$ cat src/rtl/imem_load_ctrl.sv
// Instruction-memory sequencer: clears all DEPTH words after reset, then streams program words into the write port.
// Write is combinational from load_valid in LOAD; load_ready is high for the whole LOAD state, so bubbles simply stall idx.
module imem_load_ctrl #(
  parameter int DEPTH = 64,
  parameter int AW    = 6,
  parameter int DW    = 32
) (
  input  logic          clk,
  input  logic          reset,
  input  logic          load_start,
  input  logic [AW-1:0] load_base,
  input  logic [AW:0]   load_count,
  input  logic          load_valid,
  input  logic [DW-1:0] load_data,
  output logic          load_ready,
  output logic          mem_we,
  output logic [AW-1:0] mem_waddr,
  output logic [DW-1:0] mem_wdata,
  output logic          cpu_stall,
  output logic          busy,
  output logic          done,
  output logic          err
);

  typedef enum logic [1:0] {S_CLEAR, S_IDLE, S_LOAD} state_t;

  localparam logic [AW:0] DEPTH_W = (AW+1)'(DEPTH);

  state_t        r_state;
  state_t        w_next;
  logic [AW:0]   r_idx;
  logic [AW-1:0] r_base;
  logic [AW:0]   r_count;
  logic          r_done;
  logic          r_err;

  logic          w_cnt_legal;
  logic          w_start_ok;
  logic          w_start_bad;
  logic          w_xfer;
  logic          w_last;
  logic          w_clear_last;
  logic [AW:0]   w_sum;
  logic [AW-1:0] w_load_addr;

  assign w_cnt_legal  = (load_count != '0) && (load_count <= DEPTH_W);
  assign w_start_ok   = (r_state == S_IDLE) && load_start && w_cnt_legal;
  assign w_start_bad  = (r_state == S_IDLE) && load_start && !w_cnt_legal;
  assign w_xfer       = (r_state == S_LOAD) && load_valid;
  assign w_last       = w_xfer && (r_idx == r_count - 1'b1);
  assign w_clear_last = (r_state == S_CLEAR) && (r_idx == DEPTH_W - 1'b1);

  // Address wraps modulo DEPTH, which need not be a power of two.
  assign w_sum       = {1'b0, r_base} + r_idx;
  assign w_load_addr = (w_sum >= DEPTH_W) ? AW'(w_sum - DEPTH_W) : w_sum[AW-1:0];

  always_ff @(posedge clk or posedge reset) begin
    if (reset) r_state <= S_CLEAR;
    else       r_state <= w_next;
  end

  always_comb begin
    w_next = r_state;
    case (r_state)
      S_CLEAR: if (w_clear_last) w_next = S_IDLE;
      S_IDLE:  if (w_start_ok)   w_next = S_LOAD;
      S_LOAD:  if (w_last)       w_next = S_IDLE;
      default:                   w_next = S_CLEAR;
    endcase
  end

  always_ff @(posedge clk or posedge reset) begin
    if (reset) begin
      r_idx   <= '0;
      r_base  <= '0;
      r_count <= '0;
      r_done  <= 1'b0;
      r_err   <= 1'b0;
    end else begin
      r_done <= w_last;
      if (w_start_bad) r_err <= 1'b1;
      case (r_state)
        S_CLEAR: r_idx <= w_clear_last ? '0 : r_idx + 1'b1;
        S_IDLE: begin
          if (w_start_ok) begin
            r_base  <= load_base;
            r_count <= load_count;
            r_idx   <= '0;
          end
        end
        S_LOAD:  if (w_xfer) r_idx <= r_idx + 1'b1;
        default: r_idx <= '0;
      endcase
    end
  end

  // Reset gates the outputs directly so a write in flight is dropped the moment reset rises.
  always_comb begin
    load_ready = 1'b0;
    mem_we     = 1'b0;
    mem_waddr  = '0;
    mem_wdata  = '0;
    cpu_stall  = 1'b1;
    busy       = 1'b1;
    if (!reset) begin
      case (r_state)
        S_CLEAR: begin
          mem_we    = 1'b1;
          mem_waddr = r_idx[AW-1:0];
        end
        S_IDLE: begin
          cpu_stall = 1'b0;
          busy      = 1'b0;
        end
        S_LOAD: begin
          load_ready = 1'b1;
          mem_we     = load_valid;
          mem_waddr  = w_load_addr;
          mem_wdata  = load_data;
        end
        default: ;
      endcase
    end
  end

  assign done = r_done;
  assign err  = r_err;

endmodule

$ cat config.mk
export PLATFORM = sky130hd
export DESIGN_NAME = imem_load_ctrl
export DESIGN_NICKNAME = d
export VERILOG_FILES = /design/src/rtl/imem_load_ctrl.sv
export SDC_FILE = /design/constraint.sdc
export NUM_CORES = 1
export LEC_CHECK = 0
export BUFFER_PORTS_ARGS = -buffer_cell sky130_fd_sc_hd__buf_2
export CORE_MARGIN = 4
export CORE_UTILIZATION = 47
export DETAILED_ROUTE_END_ITERATION = 12
export PLACE_DENSITY = 0.87
export SETUP_SLACK_MARGIN = 0.02
export SLEW_MARGIN = 20
export SYNTH_ARGS = -nofsm -noshare
export SYNTH_HDL_FRONTEND = slang
export SYNTH_SLANG_ARGS = --single-unit
$ cat constraint.sdc
create_clock -name clk -period 2.16 [get_ports clk]
set_input_delay 0 -clock clk [delete_from_list [all_inputs] [get_ports clk]]
set_output_delay 0 -clock clk [all_outputs]
set_load 0.02 [all_outputs]
==> qor.yml, run 1 <==
outcome:
  status: "complete, but fails checks"
  violations: "setup timing"
timing:
  slew_headroom_pct: 73.0
  fin_crit_sh_pct: 103
  period_minus_slack_ns: 2.23
  skew_ns: 0.00232
  layout_setup_ws_ns: -0.0673
  rsz0062_at_grt: "true"
  clock.fmax_mhz: 449
  hold_violations: 0
  setup_viol: 1
  holdWs_ns: 0.153
  drv_slew: 0
  worstMarginPinSlew_ns: 0.401
global_routing:
  grt_pass1_vias: 2003
  grt_max_degree: 26
  overflow: 0
  grt_pass1_wl_um: 9050
  grt_usage_pct: 21.8
  antenna_found_initial: 0
floorplanning:
  die_w_um: 72.2
  die_h_um: 72.2
  die-area_mm2: 0.00521
  core.rowCount: 23
  start_util_pct: 48.4
  core_area_mm2: 0.00400
  io_pins: 93
run:
  cap_viol_max_count: 0
logic_synthesis:
  ys_seq_elements: 24
  synth-compound-area-share_pct: 14.5
  syn_inst: 227
  synthesis.nets: 284
  async_flop_share_pct: 100
  synth_warnings: 0
  synth_edf_count: 0
  yosysSeqAreaShare_pct: 31.0
  synthMuxAreaShare_pct: 7.95
  synth_top_family_by_area: "simple AND/OR/NAND/NOR gates"
  synth.distinct_cells: 45
  ys.flop_type: "dfrtp_1"
  synth-adder-area-share_pct: 5.56
  synth.avg_cell_area_um2: 8.53
  synthXorXnorAreaFrac_pct: 5.75
  netlist_area_mm2: 0.00194
  synthSimpleGateAreaFrac_pct: 29.4
worst_setup_path:
  path_class: "reg -> out"
  crit_arrival_ns: 2.23
  endpoint: "mem_waddr[5]"
  cp-startpoint: "r_base[1]$_DFFE_PP0P_"
  reg2reg_depth: 6
  r2r_start: "r_count[0]$_DFFE_PP0P_"
  worst_setup_path_end_kind: "output port"
  worst_ep_required_time_ns: 2.16
  regToRegEndpoint: "r_state[0]$_DFFE_PP0P_"
  rrSetupSlack_ns: 0.13
  worstSetupStartpointType: "register"
  crit_fanout: 2
clock_tree:
  clk_pin_slew_ns: 0.09
  clockBufferDepth: 2
  cts-buffers-inserted: 3
  cts.sinks: 24
  clock_latency_ns: 0.27
  tritoncts: "yes"
  htreeDepth: 1
  cts-root-buf: "clkbuf_8"
route:
  vias_per_cell: 5.25
  drtPass1Iterations: 5
  drc: 0
  routed_wl_um: 5970
  drt-wirelength-per-cell_um: 15.4
  drt_iter0_drc: 79
  ant_nets: 0
  via_count: 2042
finish:
  drive_gt1_share_pct: 40.1
  antennaDiodeCount: 0
  areaGrowthSynthToFinish_pct: 42.2
  final_cell_mix: "buf_2, and2_1, dfrtp_1"
  nets: 397
  fillers: 291
  layout_commonest_cell: "buf_2"
  design_area_mm2: 0.00275
  layoutNonFillerInstCount: 389
power:
  p_sw_share_pct: 45.7
  clock_power_share_pct: 9.4
  p_total_mw: 3.31
  p_int_mw: 1.79
  ir_worst_vdd_mv: 0.854
  p_per_area_mw_per_mm2: 1200
  leakagePower_nw: 1.41
  power_frac_seq_pct: 26.5
  p_comb_share_pct: 64.1
  p_switching_mw: 1.51
placement:
  place_inst: 368
  port_buffers: 92
  place_congestion: 0.877
  placed_area_mm2: 0.00247
  hpwl_um: 4270
hold_path:
  min_path_cells: 4
  hold_path.class: "in -> reg"
  min_from: "load_start"
==> metal layers <==
layer	vias to the layer above	share of wire [%]	global-route usage, %
li1	1007	-	-
met1	927	40	26.4
met2	90	51	38.0
met3	18	6.3	2.77
met4	0	2.9	10.4
met5	-	0	0
==> power groups by stage <==
stage               clock (mW)  sequential, mW  combinational (mW)
finish                   0.312           0.874                2.12
CTS                      0.313           0.857                2.02
floorplan                    0           0.841                1.33
global placement             0           0.855                1.79
global route             0.341           0.894                2.30
detailed placement           0           0.871                1.86
==> logic make-up after synthesis <==
| kind of cell | after synthesis |
|---|---|
| adders and majority gates | 8 |
| DFF | 24 |
| muxes | 14 |
| xor gates and xnor gates | 11 |
| buffers and inverters | 24 |
| and+or+nand+nor | 103 |
| AOI/OAI and AO/OA | 43 |
==> sequential cells by signal (all words and copies together) (netlist names) <==
| register | flops |
|---|---|
| err | 1 |
| r_state | 2 |
| r_idx | 7 |
| r_base | 6 |
| r_count | 7 |
| done | 1 |
==> worst min-delay path by stage <==
stage | endpoint | slack, ns
after floorplan | done$_DFF_PP0_ | 0.02
after global placement | r_idx[6]$_DFFE_PP0P_ | 0.07
after detailed placement | r_idx[6]$_DFFE_PP0P_ | 0.07
after CTS | r_idx[6]$_DFFE_PP0P_ | 0.14
after global routing | r_idx[6]$_DFFE_PP0P_ | 0.16
final | r_idx[6]$_DFFE_PP0P_ | 0.15
==> cell usage after synthesis (2+ instances only) <==
cell type / instances / area [um^2]
a21oi_1: 10 / 50.1
clkbuf_1: 8 / 30.0
and2_1: 33 / 206
xor2_1: 2 / 17.5
and3_1: 4 / 25.0
or2_2: 4 / 25.0
nor2_1: 17 / 63.8
nand3b_1: 2 / 15.0
o22ai_1: 2 / 12.5
a211oi_1: 5 / 37.5
nor4b_1: 3 / 26.3
nand2_1: 18 / 67.6
mux2_2: 7 / 78.8
nand3_1: 6 / 30.0
nand2b_1: 2 / 12.5
mux2i_1: 6 / 60.1
a221oi_1: 3 / 26.3
or4_1: 2 / 15.0
o21ai_0: 14 / 70.1
inv_1: 12 / 45.0
xnor2_1: 8 / 70.1
ha_1: 7 / 87.6
dfrtp_1: 24 / 601
o31a_1: 2 / 17.5
nor3_1: 4 / 20.0
nor2b_1: 3 / 18.8
==> what timing repair did <==
action,in CTS,in global routing
endpoints found under the setup margin,2,29
hold endpoints to repair,37,0
buffers inserted,2,1
pin swaps,6,6
hold buffers,14,0
resized for setup,5,11
==> metrics by stage <==
step	TNS [ns]	worst slack [ns]	utilization [%]
6_report	-0.0673	-0.0673	68.8
2_1_floorplan	0	0.173	-
3_3_place_gp	0	0.203	61.9
5_1_grt	-0.146	-0.119	68.8
4_1_cts	-0.0140	-0.0140	67.7
3_5_place_dp	0	0.121	61.9
==> layout make-up <==
type                       count  area (um^2)  area share [%]
clock buffer                   4         55.1            2.00
tap                           50         62.6            2.27
multi-input combinational    179         1270            46.2
timing repair buffer         120          718            26.1
sequential                    24          602            21.9
inverter                      12         45.0            1.64
==> worst max-delay path: stages (launching register included) <==
cell     delay [ns]
dfrtp_1        0.40
ha_1           0.29
a21o_1         0.15
a21oi_2        0.08
or4_4          0.50
a31o_4         0.25
a21oi_2        0.15
buf_6          0.14
Note: power is estimated with default switching activity, not from simulation.
==> run 2, diff against run 1 <==
--- a/config.mk
+++ b/config.mk
@@ -11,7 +11,8 @@
 export DETAILED_ROUTE_END_ITERATION = 12
 export PLACE_DENSITY = 0.87
 export SETUP_SLACK_MARGIN = 0.02
-export SLEW_MARGIN = 20
+export SLEW_MARGIN = 10
 export SYNTH_ARGS = -nofsm -noshare
 export SYNTH_HDL_FRONTEND = slang
 export SYNTH_SLANG_ARGS = --single-unit
+export TNS_END_PERCENT = 20
==> run 2 against run 1 <==
The run still ends with setup timing left. Sequential cell count did not move. Die area unchanged. Core utilization did not move. Largest cell class unchanged. Highest routed layer unchanged.
==> qor.yml, run 2 (synthesis results as in run 1) <==
clock_tree:
  cts.sinks: 24
  cts-root-buf: "clkbuf_8"
  clock_latency_ns: 0.27
  htreeDepth: 1
  clk_pin_slew_ns: 0.09
  cts-buffers-inserted: 3
  tritoncts: "yes"
  clockBufferDepth: 2
global_routing:
  grt_pass1_vias: 2003
  grt_max_degree: 26
  antenna_found_initial: 0
  grt_pass1_wl_um: 9050
  grt_usage_pct: 21.8
  overflow: 0
timing:
  period_minus_slack_ns: 2.22
  layout_setup_ws_ns: -0.0558
  rsz0062_at_grt: "true"
  hold_violations: 0
  worstMarginPinSlew_ns: 0.405
  drv_slew: 0
  fin_crit_sh_pct: 103
  skew_ns: 0.00236
  setup_viol: 1
  clock.fmax_mhz: 451
  slew_headroom_pct: 72.8
finish:
  fillers: 291
  design_area_mm2: 0.00275
  antennaDiodeCount: 0
  final_cell_mix: "buf_2, and2_1, dfrtp_1"
  drive_gt1_share_pct: 40.1
  final_util_pct: 68.8
  nets: 397
  reg_top3: "r_count: 7 flops, r_idx: 7 flops, r_base: 6 flops"
  layout_commonest_cell: "buf_2"
  areaGrowthSynthToFinish_pct: 42.2
floorplanning:
  die-area_mm2: 0.00521
  io_pins: 93
  core_area_mm2: 0.00400
  core.rowCount: 23
  die_w_um: 72.2
  start_util_pct: 48.4
  die_h_um: 72.2
route:
  ant_nets: 0
  drc: 0
  via_count: 2052
  vias_per_cell: 5.28
  routed_wl_um: 5990
  drtPass1Iterations: 4
  drt_iter0_drc: 80
  drt-wirelength-per-cell_um: 15.4
power:
  leakagePower_nw: 1.41
  p_per_area_mw_per_mm2: 1200
  ir_worst_vdd_mv: 0.855
worst_setup_path:
  path_buf_inv: 1
  r2r_start: "r_count[0]$_DFFE_PP0P_"
  reg2reg_depth: 6
  worstSetupStartpointType: "register"
  crit_fanout: 2
  worst_setup_path_end_kind: "output port"
  path_class: "reg -> out"
  path_depth: 7
  critPathTopFamily: "compound AO/OA/AOI/OAI gates"
  worst_ep_required_time_ns: 2.16
  cpPeakStageDelay_ns: 0.50
  crit_arrival_ns: 2.22
  cp_slowest_cell: "or4_4"
  cp_cell_sequence: "ha_1 -> a21o_1 -> a21oi_2 -> or4_4 -> a31o_4 -> a21oi_2 -> buf_6"
  rrSetupSlack_ns: 0.13
  regToRegEndpoint: "r_state[0]$_DFFE_PP0P_"
  endpoint: "mem_waddr[5]"
  cp-startpoint: "r_base[1]$_DFFE_PP0P_"
  crit_top_cell: "a21oi_2"
outcome:
  violations: "setup timing"
  status: "complete, but fails checks"
placement:
  hpwl_um: 4270
  place_congestion: 0.877
  port_buffers: 92
  placed_area_mm2: 0.00247
hold_path:
  hold_path.class: "in -> reg"
run:
  cap_viol_max_count: 0
[run 2: cell counts in the layout (fill, tap and decap cells not counted)]
No cell type changed its count.
[run 2: how the worst min path moves through the flow]
stage,start,endpoint,slack (ns),cells past startpoint
2_1_floorplan,reset,done$_DFF_PP0_,0.02,1
3_3_place_gp,reset,r_idx[6]$_DFFE_PP0P_,0.07,3
3_5_place_dp,reset,r_idx[6]$_DFFE_PP0P_,0.07,3
4_1_cts,load_start,r_idx[6]$_DFFE_PP0P_,0.14,4
5_1_grt,load_start,r_idx[6]$_DFFE_PP0P_,0.16,4
6_report,load_start,r_idx[6]$_DFFE_PP0P_,0.15,4
[run 2: area by class of cell]
type	count	area (um^2)	area share, %
well taps	50	62.6	2.27
flip-flops and latches	24	602	21.9
inverters	12	45.0	1.64
multi-input cells	179	1270	46.2
clock buffers	4	55.1	2.00
repair buffers	120	718	26.1
[run 2: repair_timing]
| action | 4_1_cts | 5_1_grt |
|---|---|---|
| hold buffers | 14 | 0 |
| buffers inserted | 2 | 1 |
| setup endpoints to repair | 2 | 29 |
| gates resized for setup | 5 | 11 |
| pin swaps | 4 | 6 |
| endpoints found under the hold margin | 37 | 0 |
[run 2: worst reg2reg max path: stages, from the launching register on]
cell and delay [ns]:
dfrtp_1 0.44, inv_1 0.10, ha_2 0.27, xnor2_1 0.11, or4_1 0.54, o31a_1 0.27, a211oi_2 0.21
[run 2: metrics by stage]
| stage | power [mW] | setup TNS, ns | worst slack, ns | std cells | hold WS, ns |
|---|---|---|---|---|---|
| 2_1_floorplan | 2.17 | 0 | 0.173 | 227 | 0.0233 |
| 3_3_place_gp | 2.64 | 0 | 0.203 | 368 | 0.0702 |
| 3_5_place_dp | 2.74 | 0 | 0.121 | 368 | 0.0734 |
| 4_1_cts | 3.19 | -0.0301 | -0.0301 | 388 | 0.145 |
| 5_1_grt | 3.53 | -0.134 | -0.106 | 389 | 0.162 |
| 6_report | 3.31 | -0.0558 | -0.0558 | 389 | 0.153 |
[run 2: routing by layer]
layer | GRT usage [%] | vias to the layer above | wire [um]
li1 | - | 1007 | -
met1 | 26.4 | 937 | 2370
met2 | 38.0 | 89 | 3060
met4 | 10.4 | 0 | 176
met5 | 0 | - | 0
met3 | 2.77 | 19 | 386
[run 2: power by group]
group	leakage, nW	internal, mW	switching, mW	total (mW)
clock	0.0288	0.163	0.149	0.312
combinational	1.09	0.984	1.14	2.12
sequential	0.292	0.648	0.228	0.876
total	1.41	1.79	1.51	3.31
